File: config.mk
export PLATFORM = sky130hd
export DESIGN_NAME = hd_chunk_accumulator
export DESIGN_NICKNAME = d
export VERILOG_FILES = /design/src/rtl/hd_pkg.sv /design/src/rtl/pipelined_adder_tree_32.sv /design/src/rtl/hd_chunk_accumulator.sv
export SDC_FILE = /design/constraint.sdc
export NUM_CORES = 1
export LEC_CHECK = 0
export CORE_MARGIN = 2
export CORE_UTILIZATION = 48
export DETAILED_ROUTE_END_ITERATION = 10
export PLACE_DENSITY_LB_ADDON = 0.3
export SLEW_MARGIN = 20
export SYNTH_ARGS = -nofsm -noshare
export SYNTH_HDL_FRONTEND = slang
export SYNTH_HIERARCHICAL = 1
export SYNTH_SLANG_ARGS = --single-unit
File: constraint.sdc
create_clock -name clk -period 9.5 [get_ports clk]
set_input_delay 2.375 -clock clk [delete_from_list [all_inputs] [get_ports clk]]
set_output_delay 2.375 -clock clk [all_outputs]
set_load 0.03 [all_outputs]
File: src/rtl/hd_pkg.sv
// -----------------------------------------------------------------------------
// hd_pkg
// Shared constants and types for the hyperdimensional chunk accumulator.
//   HD_INPUT_WIDTH / HD_DIM_WIDTH / HD_FTSIZE / HD_CNT_WIDTH : parameter defaults
//   HD_TREE_LANES : fixed lane count of the adder tree (narrower chunks pad)
//   hd_state_e    : accumulator FSM states
// -----------------------------------------------------------------------------
package hd_pkg;

   localparam int unsigned HD_INPUT_WIDTH = 8;
   localparam int unsigned HD_DIM_WIDTH   = 16;
   localparam int unsigned HD_FTSIZE      = 32;
   localparam int unsigned HD_CNT_WIDTH   = 8;
   localparam int unsigned HD_TREE_LANES  = 32;

   // IDLE   : no partial sum held
   // ACCUM  : partial sum held in the tree output register
   // RESULT : final sum held, presented on the output port
   typedef enum logic [1:0] {
      IDLE   = 2'd0,
      ACCUM  = 2'd1,
      RESULT = 2'd2
   } hd_state_e;

endpackage

File: src/rtl/pipelined_adder_tree_32.sv
// -----------------------------------------------------------------------------
// pipelined_adder_tree_32
// Sums 32 signed elements plus a carried-in value into one registered result.
// The output register is the only pipeline stage, so sum_o reflects the inputs
// of the previous clock.
// Ports:
//   clk       : clock, all state on posedge
//   reset     : synchronous active-high, clears the sum register
//   elem_i    : 32 signed two's-complement elements
//   last_in_i : value added to the element total (carried partial sum)
//   sum_o     : registered total, wraps modulo 2^DIM_WIDTH
// -----------------------------------------------------------------------------
module pipelined_adder_tree_32
   import hd_pkg::*;
#(
   parameter int unsigned INPUT_WIDTH = HD_INPUT_WIDTH,
   parameter int unsigned DIM_WIDTH   = HD_DIM_WIDTH
) (
   input  logic                                    clk,
   input  logic                                    reset,
   input  logic [HD_TREE_LANES-1:0][INPUT_WIDTH-1:0] elem_i,
   input  logic [DIM_WIDTH-1:0]                    last_in_i,
   output logic [DIM_WIDTH-1:0]                    sum_o
);

   localparam int unsigned NODES = 2 * HD_TREE_LANES - 1;

   // Heap-ordered tree: leaves at [LANES-1 .. 2*LANES-2], root at [0].
   logic [DIM_WIDTH-1:0] node [NODES];
   logic [DIM_WIDTH-1:0] sum_d;
   logic [DIM_WIDTH-1:0] sum_q;

   always_comb begin
      for (int unsigned i = 0; i < HD_TREE_LANES; i++) begin
         node[HD_TREE_LANES - 1 + i] = DIM_WIDTH'($signed(elem_i[i]));
      end
      // Walk from the deepest internal node up so children are always ready.
      for (int unsigned j = HD_TREE_LANES - 1; j > 0; j--) begin
         node[j - 1] = node[2 * j - 1] + node[2 * j];
      end
      sum_d = node[0] + last_in_i;
   end

   always_ff @(posedge clk) begin
      if (reset) begin
         sum_q <= '0;
      end else begin
         sum_q <= sum_d;
      end
   end

   assign sum_o = sum_q;

endmodule

File: src/rtl/hd_chunk_accumulator.sv
// -----------------------------------------------------------------------------
// hd_chunk_accumulator
// Accumulates a vector delivered as a stream of FTSIZE-element signed chunks
// into one DIM_WIDTH signed sum, reported one cycle after the last chunk.
// The adder tree's output register doubles as the accumulator.
// Ports:
//   clk, reset           : single clock, synchronous active-high reset
//   in_valid / in_ready  : chunk handshake
//   in_data              : FTSIZE signed INPUT_WIDTH elements
//   in_last              : marks the final chunk of a vector
//   out_valid / out_ready: result handshake
//   out_data             : vector sum (or sign bit, see below)
//   out_chunks           : chunks in the reported vector, saturating
// Build option:
//   HD_BINARIZE_EN : out_data[0] = 1 when sum >= 0, upper bits zero
// FTSIZE must be 8, 16 or 32; unused tree lanes are fed zero.
// -----------------------------------------------------------------------------
module hd_chunk_accumulator
   import hd_pkg::*;
#(
   parameter int unsigned INPUT_WIDTH = HD_INPUT_WIDTH,
   parameter int unsigned DIM_WIDTH   = HD_DIM_WIDTH,
   parameter int unsigned FTSIZE      = HD_FTSIZE,
   parameter int unsigned CNT_WIDTH   = HD_CNT_WIDTH
) (
   input  logic                               clk,
   input  logic                               reset,
   input  logic                               in_valid,
   output logic                               in_ready,
   input  logic [FTSIZE-1:0][INPUT_WIDTH-1:0] in_data,
   input  logic                               in_last,
   output logic                               out_valid,
   input  logic                               out_ready,
   output logic [DIM_WIDTH-1:0]               out_data,
   output logic [CNT_WIDTH-1:0]               out_chunks
);

   hd_state_e state_q, state_d;
   logic [CNT_WIDTH-1:0] cnt_q, cnt_d;

   logic                                     beat;
   logic [HD_TREE_LANES-1:0][INPUT_WIDTH-1:0] tree_elem;
   logic [DIM_WIDTH-1:0]                     tree_last;
   logic [DIM_WIDTH-1:0]                     tree_sum;

   // Handshake and tree feed. Without a beat the tree adds zeros to its own
   // output, which holds the sum through bubbles and output backpressure.
   always_comb begin
      in_ready  = (state_q != RESULT) || out_ready;
      beat      = in_valid && in_ready;
      tree_elem = '0;
      if (beat) begin
         for (int unsigned i = 0; i < FTSIZE; i++) begin
            tree_elem[i] = in_data[i];
         end
      end
      // A beat outside ACCUM is the first chunk of a new vector.
      tree_last = (beat && (state_q != ACCUM)) ? '0 : tree_sum;
   end

   pipelined_adder_tree_32 #(
      .INPUT_WIDTH (INPUT_WIDTH),
      .DIM_WIDTH   (DIM_WIDTH)
   ) u_tree (
      .clk       (clk),
      .reset     (reset),
      .elem_i    (tree_elem),
      .last_in_i (tree_last),
      .sum_o     (tree_sum)
   );

   always_comb begin
      state_d = state_q;
      cnt_d   = cnt_q;
      case (state_q)
         IDLE, ACCUM: begin
            if (beat) begin
               state_d = in_last ? RESULT : ACCUM;
            end
         end
         RESULT: begin
            if (out_ready) begin
               if (beat) begin
                  state_d = in_last ? RESULT : ACCUM;
               end else begin
                  state_d = IDLE;
               end
            end
         end
         default: state_d = IDLE;
      endcase
      if (beat) begin
         if (state_q != ACCUM) begin
            cnt_d = CNT_WIDTH'(1);
         end else if (cnt_q != '1) begin
            cnt_d = cnt_q + CNT_WIDTH'(1);
         end
      end
   end

   always_ff @(posedge clk) begin
      if (reset) begin
         state_q <= IDLE;
         cnt_q   <= '0;
      end else begin
         state_q <= state_d;
         cnt_q   <= cnt_d;
      end
   end

   // Outputs are masked by reset so they read zero for the whole reset pulse,
   // including its first cycle before the registers have cleared.
   always_comb begin
      out_valid  = (state_q == RESULT) && !reset;
      out_chunks = out_valid ? cnt_q : '0;
      out_data   = '0;
      if (out_valid) begin
`ifdef HD_BINARIZE_EN
         out_data[0] = ~tree_sum[DIM_WIDTH-1];
`else
         out_data = tree_sum;
`endif
      end
   end

endmodule

==> results of run 1 <==
[worst min-delay path, stage by stage, from the launching register on]
cell and delay [ns]:
dfxtp_1 0.34, nand2_1 0.07, a21oi_1 0.06
[area by class of cell]
type / instances / area, µm²
Antenna cell: 2 / 5.00
Clock buffer: 3 / 75.1
Clock inverter: 1 / 30.0
Fill cell: 1896 / 7070
Inverter: 406 / 1520
Multi-Input combinational cell: 943 / 10100
Sequential cell: 26 / 520
Tap cell: 324 / 405
Timing Repair Buffer: 477 / 4540
[routing by layer]
| layer | global-route usage (%) | part of all wire [%] |
|---|---|---|
| met4 | 4.30 | 1.5 |
| met1 | 30.0 | 42 |
| met3 | 4.19 | 5.1 |
| met5 | 0 | 0 |
| met2 | 45.0 | 51 |
[how the worst max path moves through the flow]
stage          startpoint          endpoint  slack (ns)  cells after the start
3_3_place_gp    out_ready  u_tree/sum_o[15]       -0.57                     30
6_report        out_ready  u_tree/sum_o[15]       -0.05                     33
2_1_floorplan   out_ready  u_tree/sum_o[15]       0.009                     33
4_1_cts         out_ready  u_tree/sum_o[15]       -0.12                     34
5_1_grt         out_ready  u_tree/sum_o[15]       -0.27                     33
3_5_place_dp    out_ready  u_tree/sum_o[15]       -0.67                     30
[cell usage after synthesis (2+ instances only)]
cell type	instances
or4_1	2
and2_1	41
nor2b_1	10
a31oi_1	7
o21bai_1	9
ha_1	95
a211oi_1	4
nor3_1	10
a21o_1	19
o21ai_1	14
and4_1	2
a21boi_1	4
and3_1	257
nor2_1	31
nand2b_1	6
dfxtp_1	26
a21oi_1	53
xnor2_1	50
nand2_1	26
fa_1	217
clkbuf_1	64
o21ai_0	18
buf_2	2
xor2_1	32
inv_1	406
mux2_1	2
nand3_1	6
o21a_1	5
o31ai_1	2
[sequential cells by signal, indices dropped and copies added, names as in the netlist]
signal and count:
u_tree/sum_o 16, cnt_q 8, state_q 2
[logic make-up after synthesis]
| kind of cell | share of synthesized area (%) |
|---|---|
| fa+ha+maj | 46.6 |
| buf+inv | 15.0 |
| flops | 4.38 |
| simple gates | 19.8 |
| compound gates | 7.95 |
| xor+xnor | 6.04 |
| mux | 0.274 |
[through the flow]
| step | area [µm²] | utilization, % | hold WS, ns |
|---|---|---|---|
| finish | 17200 | 70.9 | 0.521 |
| global route | 17200 | 70.9 | 0.549 |
| CTS | 16700 | 68.7 | 0.521 |
| detailed placement | 16100 | 66.1 | 0.511 |
| global placement | 16100 | 66.1 | 0.489 |
| floorplan | 11900 | - | 0.465 |
[timing repair]
action | 4_1_cts | 5_1_grt
pin swaps | 35 | 73
hold buffers | 0 | 0
setup endpoints to repair | 7 | 8
resized for setup | 49 | 105
setup buffers | 22 | 18
cloned | 6 | 3
==> summary.txt, run 1 <==
status: finished, violations left
violated checks: setup timing
Syn Area/Cell: 8.24 µm²
die area: 26,000 µm²
worst r2r src: state_q[1]
Setup crit start kind: input pin
RSZ-0062 raised after global routing: true
Port Buf Inserts: 286
fin worst setup slack: -0.0506 ns
Num CTS Buffers: 3
WS Path Type: in -> reg
effective utilization at floorplan: 48.9%
vias in the first global route: 11,295
area grow syn2layout: 45.2%
area leader, netlist: fa_1
# nets final: 2,430
drt pass-1 iters: 4
first-pass GRT wire length: 52,100 µm
max-cap violation count: 0
max incr delay on CP: 0.56 ns
fin crit share: 101%
relative slew slack: 32.6%
post-synthesis sequential area ratio: 4.38%
Reg clk slew, reported paths: 0.07 ns
TritonCTS clock tree: built
DP Worst Slack: -0.667 ns
initial antenna violation count: 1
Critical Path End Type: flop
worst path required time: 9.65 ns
post-synthesis async set-or-reset flop share: 0%
worst slew pin tran: 1.01 ns
synthesized cell area: 11,900 µm²
CTS HTree Levels: 1
CORE AREA: 24,300 µm²
chip width: 161 µm
vias per cell: 4.92
synthesized net count: 2,015
height of the chip: 161 µm
slowest cell on the critical path: fa_1
maximum buffer depth of the clock tree: 2
synthesized flop and latch total: 26
via count: 10,737
clk_lat worst skew: 0.26 ns
Worst R2R End: u_tree/sum_o[15]
crit path max fanout: 20
largest net degree at the start of global routing: 73
Final Hold Fails: 0
HP Class: reg -> reg
Total Wirelength: 32,800 µm
Hold Path End: cnt_q[1]
DRT antenna net count: 0
crit path DAT: 9.70 ns
Post-Synthesis Cells: 1,442
ratio of cells with drive above 1 in the final layout: 18.2%
# DRC: 0
Ys Warns: 6
Synth cell types: 51
DPL Wire Length: 25,600 µm
All-Layer GR Usage: 24.3%
Slew Limit Fails: 0
DP Cell Count: 2,130
routability congestion estimate from global placement: 0.937
family with the most delay on the worst path: adder cells
most common cell after layout, fill and taps aside: inv_1
number of synthesized flops with an enable pin: 0
Reg2Reg Depth: 32
clk_skew: 0.00296 ns
beginning of the worst hold path: cnt_q[1]
Buffers & Inverters on Critical Path: 11
total gr overflow: 0
final setup fails: 1
number of clock sinks: 26
Std-Cell Rows: 57
max frequency: 105 MHz
WHS Path Cells: 2
setup TNS: -0.0506 ns
number of I/O pins: 287
Most used DFF post-synth: dfxtp_1
commonest non-fill, non-tap cells in the layout: 381 x inv_1, 284 x clkdlybuf4s50_1, 247 x and3_1
CTS root buf: clkbuf_16
wire per inst: 15.0 µm
Tmin final: 9.55 ns
most used cell, CP: fa_1
Synth top area share: 36.6%
non-filler instance count after layout: 2,182
initial DRC count: 487
Reg2Reg Setup Slack: 1.68 ns
top post-synthesis cells by area: fa_1 37%, and3_1 14%, inv_1 13%
Power of run 1 is not shown: default switching activity piles up to over one toggle a cycle in this logic, so the estimate is an artifact.
==> run 2: changes to the inputs <==
--- a/config.mk
+++ b/config.mk
@@ -8,6 +8,7 @@
 export CORE_MARGIN = 2
 export CORE_UTILIZATION = 48
 export DETAILED_ROUTE_END_ITERATION = 10
+export GPL_TIMING_DRIVEN = 0
 export PLACE_DENSITY_LB_ADDON = 0.3
 export SLEW_MARGIN = 20
 export SYNTH_ARGS = -nofsm -noshare
==> run 2 against run 1 <==
  * The flow still finishes with violations (setup timing)
  * Clock-buffer cell count increased by 1
  * Register-to-register slack got worse by 0.06 ns
  * Sequential cell count stayed put
  * Global-route usage grew 1.0 points
  * Routed wire length is 0.56% higher
  * Sequential share of layout area increased by 0.10 points
  * Core utilization shrank 2.4 points
  * Final cell count fell by 3.1%
  * Worst hold slack worse by 0.016 ns
  * First-iteration DRC count increased by 29%
  * Via count decreased by 1.4%
  * Critical path type unchanged
==> summary.txt, run 2 (synthesis results as in run 1) <==
height of the chip: 161 µm (unchanged)
max reg flops: 16 (unchanged)
Setup crit start kind: input pin
relative slew slack: 52.7% (+20 points)
Reg area: 520 µm² (unchanged)
status: finished, violations left
cell area after placement: 15,200 µm² (-5.5%)
die area: 26,000 µm² (unchanged)
violated checks: setup timing
RSZ-0062 raised after global routing: true
Tmin final: 9.64 ns (+0.0856 ns)
clk_lat worst skew: 0.26 ns (about the same)
max-cap violation count: 0 (unchanged)
CTS root buf: clkbuf_16
HP Class: reg -> reg
Final Cell Area: 16,700 µm² (-3.3%)
area grow syn2layout: 40.3%
Port Buf Inserts: 284 (-0.70%)
# DRC: 0 (unchanged)
DPL Wire Length: 26,800 µm (+4.7%)
crit path max fanout: 6 (-70%)
most used cell, CP: fa_1
initial DRC count: 628 (+29%)
CTS HTree Levels: 1 (unchanged)
diodes inserted: 0 (-2)
All-Layer GR Usage: 25.3% (+1.0 points)
Total Wirelength: 33,000 µm (+0.56%)
fin worst setup slack: -0.136 ns (-0.0856 ns)
Num CTS Buffers: 3 (unchanged)
DRT antenna net count: 0 (unchanged)
final setup fails: 3 (+2)
crit path DAT: 9.79 ns (+0.09 ns)
ratio of cells with drive above 1 in the final layout: 13.7% (-4.4 points)
number of I/O pins: 287 (unchanged)
DP Cell Count: 2,050 (-3.8%)
# nets final: 2,365 (-2.7%)
worst slew pin tran: 0.705 ns (-0.303 ns)
chip width: 161 µm (unchanged)
clk_skew: 0.00600 ns (+0.00303 ns)
setup TNS: -0.234 ns (-0.183 ns)
maximum buffer depth of the clock tree: 2 (unchanged)
max incr delay on CP: 0.60 ns (+0.04 ns)
slowest cell on the critical path: fa_2
vias per cell: 5.01 (+1.7%)
Critical Path End Type: flop
commonest non-fill, non-tap cells in the layout: 385 x inv_1, 283 x clkdlybuf4s50_1, 249 x and3_1
Std-Cell Rows: 57 (unchanged)
number of clock sinks: 26 (unchanged)
Post-CTS Hold Buffers: 0 (unchanged)
Reg clk slew, reported paths: 0.07 ns (about the same)
Filler Cell Count: 1,926 (+1.6%)
vias in the first global route: 11,262 (-0.29%)
wire per inst: 15.6 µm (+3.7%)
via count: 10,587 (-1.4%)
max frequency: 104 MHz (-0.89%)
worst path required time: 9.65 ns (about the same)
most common cell after layout, fill and taps aside: inv_1
effective utilization at floorplan: 48.9% (unchanged)
TritonCTS clock tree: built
WS Path Type: in -> reg
first-pass GRT wire length: 53,700 µm (+3.0%)
Slew Limit Fails: 0 (unchanged)
largest net degree at the start of global routing: 15 (-79%)
total gr overflow: 0 (unchanged)
fin crit share: 101% (+0.90 points)
routability congestion estimate from global placement: 0.888 (-5.2%)
non-filler instance count after layout: 2,115 (-3.1%)
CORE AREA: 24,300 µm² (unchanged)
initial antenna violation count: 0 (-1)
drt pass-1 iters: 5 (+1)
Final Hold Fails: 0 (unchanged)
multi-input logic area: 10,200 µm² (+0.99%)
[run 2: final cells by class]
cell class                      count  area share (%)
Inverter                          406            9.15
Buffer                             67            3.05
Multi-Input combinational cell    943            61.4
Clock buffer                        4           0.533
Timing Repair Buffer              345            20.3
Sequential cell                    26            3.12
Tap cell                          324            2.43
[run 2: worst max-delay path, delay by kind of cell]
kind	cells	cell delay, ns
AOI/OAI and AO/OA	8	1.09
xor gates and xnor gates	3	0.54
adders and majority gates	9	3.86
buffers and inverters	9	0.79
muxes	1	0.33
and+or+nand+nor	4	0.77
[run 2: routing by layer]
layer | track usage, % | part of all wire, % | vias to the layer above
li1 | - | - | 5141
met1 | 33.4 | 43 | 5116
met2 | 45.2 | 50 | 281
met3 | 2.62 | 4.4 | 49
met4 | 5.52 | 2.3 | 0
met5 | 0 | 0 | -
[run 2: metrics by stage]
stage / hold WS (ns) / worst slack, ns / util, %
2_1_floorplan: 0.465 / 0.00888 / -
3_3_place_gp: 0.488 / -1.24 / 62.4
3_5_place_dp: 0.497 / -1.37 / 62.4
4_1_cts: 0.506 / -0.148 / 66.9
5_1_grt: 0.558 / -0.392 / 68.6
6_report: 0.506 / -0.136 / 68.6
[run 2: what timing repair did]
action,4_1_cts,5_1_grt
setup endpoints to repair,8,7
cloned,2,1
pin swaps,95,68
setup buffers,46,12
resized for setup,168,67
[run 2: worst paths after layout]
path | cells after the start | start | slack [ns] | endpoint
worst max-delay path | 34 | out_ready | -0.14 | u_tree/sum_o[15]
worst min-delay path | 2 | cnt_q[5] | 0.51 | cnt_q[5]
worst min register to register | 2 | cnt_q[5] | 0.51 | cnt_q[5]
worst max register to register | 33 | state_q[1] | 1.62 | u_tree/sum_o[15]
Power of run 2 is left out for the same reason.
==> run 3: changes to the inputs <==
--- a/config.mk
+++ b/config.mk
@@ -8,7 +8,6 @@
 export CORE_MARGIN = 2
 export CORE_UTILIZATION = 48
 export DETAILED_ROUTE_END_ITERATION = 10
-export GPL_TIMING_DRIVEN = 0
 export PLACE_DENSITY_LB_ADDON = 0.3
 export SLEW_MARGIN = 20
 export SYNTH_ARGS = -nofsm -noshare
==> results of run 3 <==
The final DEF is identical to that of run 1; final timing and power are the same.
Power of run 3 is left out for the same reason.
==> RTL edit: new RTL, flow settings as in run 2 <==
Add a define of `HD_BINARIZE_EN`.
--- a/src/rtl/hd_chunk_accumulator.sv
+++ b/src/rtl/hd_chunk_accumulator.sv
@@ -15,6 +15,8 @@
 //   HD_BINARIZE_EN : out_data[0] = 1 when sum >= 0, upper bits zero
 // FTSIZE must be 8, 16 or 32; unused tree lanes are fed zero.
 // -----------------------------------------------------------------------------
+`define HD_BINARIZE_EN
+
 module hd_chunk_accumulator
    import hd_pkg::*;
 #(
Check against the original RTL: not equivalent (Yosys sat finds a counterexample within 4 cycles, from zero or initial values and one cycle with reset high).
==> RTL edit against run 2 <==
The flow still finishes with violations (setup timing). Clock skew fell by 0.00079 ns. Final area fell by 0.98%. Synthesized area rose by 0.71%. Utilization fell by 0.87 points. Sequential cell count did not move. Worst setup slack got worse by 0.054 ns. Register-to-register slack got worse by 0.13 ns. Non-clock buffer count fell by 8. Die area rose by 0.68%. Routed wire length fell by 0.32%. Critical endpoint unchanged.
Power is not shown: default switching activity piles up to over one toggle a cycle in this logic, so the estimate is an artifact.
==> RTL edit: results (changes against run 2) <==
Sequential area share after synthesis: 0.0435 (was 0.0438)
Status: finished with violations (unchanged)
Number of detailed-route iterations in the first pass: 5 (unchanged)
Placed Area: 15200 µm² (about the same)
Layout Cells excl Fill: 2110 (was 2115)
Worst reg2reg startpoint: state_q[1] (unchanged)
Failing checks: setup timing (unchanged)
R2r setup slk: 1.49 ns (was 1.62 ns)
Port bufs: 270 (was 284)
Initial antenna violation count: 0 (unchanged)
Clock skew: 0.00521 ns (was 0.00600 ns)
Reg-to-reg endpoint: u_tree/sum_o[15] (unchanged)
Post-synth cell types: 63 (was 51)
Async set or reset register ratio after synthesis: 0 (unchanged)
Layout Nets: 2360 (was 2365)
Vias per Instance: 5.12 (was 5.01)
Cells on Worst Hold Path: 2 (unchanged)
Layout cell share with drive strength beyond 1: 0.140 (was 0.137)
RD Place Congestion: 0.873 (was 0.888)
Hold endpoint: cnt_q[1] (was cnt_q[5])
CP Max Fanout: 6 (unchanged)
Yosys warns: 6 (unchanged)
First-pass GRT wire length: 54100 µm (was 53700 µm)
Number of global-route vias before repair: 11700 (was 11300)
Htree depth: 1 (unchanged)
CP peak stage delay: 0.54 ns (was 0.60 ns)
Ranking of synthesized cells by area: fa_1 (36%), and3_1 (13%), inv_1 (13%) (was fa_1 (37%), and3_1 (14%), inv_1 (13%))
Final Setup Violations: 1 (was 3)
Slew headroom: 0.615 (was 0.527)
Slowest CP cell: fa_1 (was fa_2)
Post-synth top flop: dfxtp_1 (unchanged)
Cell count after synthesis: 1441 (was 1442)
Peak Freq: 103 MHz (was 104 MHz)
Total CTS buffers: 3 (unchanged)
DPL Wire Length: 26600 µm (was 26800 µm)
Max clock buf depth: 2 (unchanged)
Setup slack after layout: -0.190 ns (was -0.136 ns)
N_diodes: 0 (unchanged)
GRT Util Overall: 0.252 (was 0.253)
Reg2Reg Depth: 32 (was 33)
Cells after DPL: 2049 (was 2050)
Initial DRC count: 479 (was 628)
Root Buffer: clkbuf_16 (unchanged)
Largest net degree at the start of global routing: 16 (was 15)
Crit path DAT: 9.85 ns (was 9.79 ns)
Worst Hold Launch: cnt_q[1] (was cnt_q[5])
Post-Route WL: 32900 µm (was 33000 µm)
HP Class: reg -> reg (unchanged)
Clock transition at path regs: 0.07 ns (about the same)
# fillers: 1947 (was 1926)
Synth top cells by count: inv_1 (404), and3_1 (258), fa_1 (217), ha_1 (95) (was inv_1 (406), and3_1 (257), fa_1 (217), ha_1 (95), clkbuf_1 (64))
Worst-Skew Late Latency: 0.27 ns
Largest register FFs: 16 (unchanged)
## RTL edit: worst max-delay path by stage
stage / start / endpoint / cells past startpoint
6_report: out_ready / u_tree/sum_o[15] / 33
2_1_floorplan: out_ready / u_tree/sum_o[15] / 33
3_3_place_gp: in_valid / u_tree/sum_o[15] / 33
3_5_place_dp: in_valid / u_tree/sum_o[15] / 33
5_1_grt: out_ready / u_tree/sum_o[15] / 35
4_1_cts: out_ready / u_tree/sum_o[15] / 35
## RTL edit: layer usage
layer,vias up,part of all wire,GRT usage
met1,5253,0.42,0.325
met3,67,0.055,0.0278
met5,-,0,0
li1,5121,-,-
met2,359,0.50,0.452
met4,0,0.026,0.0623
## RTL edit: critical path: cells and delay by family
| kind | cells | cell delay, ns |
|---|---|---|
| AND/OR/NAND/NOR | 6 | 1.09 |
| AO/OA/AOI/OAI | 5 | 0.66 |
| buffers and inverters | 9 | 1.03 |
| XOR/XNOR | 3 | 0.56 |
| adder cells (fa/ha/maj) | 9 | 3.77 |
| multiplexers | 1 | 0.35 |
## RTL edit: repair_timing
| action | in CTS | in global routing |
|---|---|---|
| gates cloned | 3 | 2 |
| endpoints found under the setup margin | 8 | 6 |
| pin swaps | 72 | 63 |
| buffers inserted | 44 | 11 |
| gates resized for setup | 174 | 72 |
## RTL edit: stage by stage
stage / setup slack [ns] / setup TNS (ns) / hold slack (ns)
2_1_floorplan: 0.0173 / 0 / 0.465
3_3_place_gp: -1.47 / -6.43 / 0.496
3_5_place_dp: -1.72 / -8.04 / 0.495
4_1_cts: -0.106 / -0.106 / 0.505
5_1_grt: -0.459 / -1.32 / 0.524
6_report: -0.190 / -0.190 / 0.506
## RTL edit: layout make-up
class | instances | area (µm²) | share of cell area
multi-input cells | 947 | 10200 | 0.615
repair buffers | 327 | 3160 | 0.191
inverters | 405 | 1530 | 0.0925
plain buffers | 77 | 633 | 0.0383
flip-flops and latches | 26 | 520 | 0.0315
well taps | 324 | 405 | 0.0246
clock buffers | 3 | 75.1 | 0.00455
clock inverters | 1 | 30.0 | 0.00182
## RTL edit: cell families (layout without fill, tap and decap cells)
group	count (synthesis)	after routing	synth area share
xor gates and xnor gates	81	81	0.0599
DFF	26	26	0.0435
buffers and inverters	482	813	0.157
other	1	15	0.000313
adders and majority gates	312	312	0.462
muxes	2	2	0.00178
AOI/OAI and AO/OA	147	147	0.0793
and+or+nand+nor	390	390	0.196
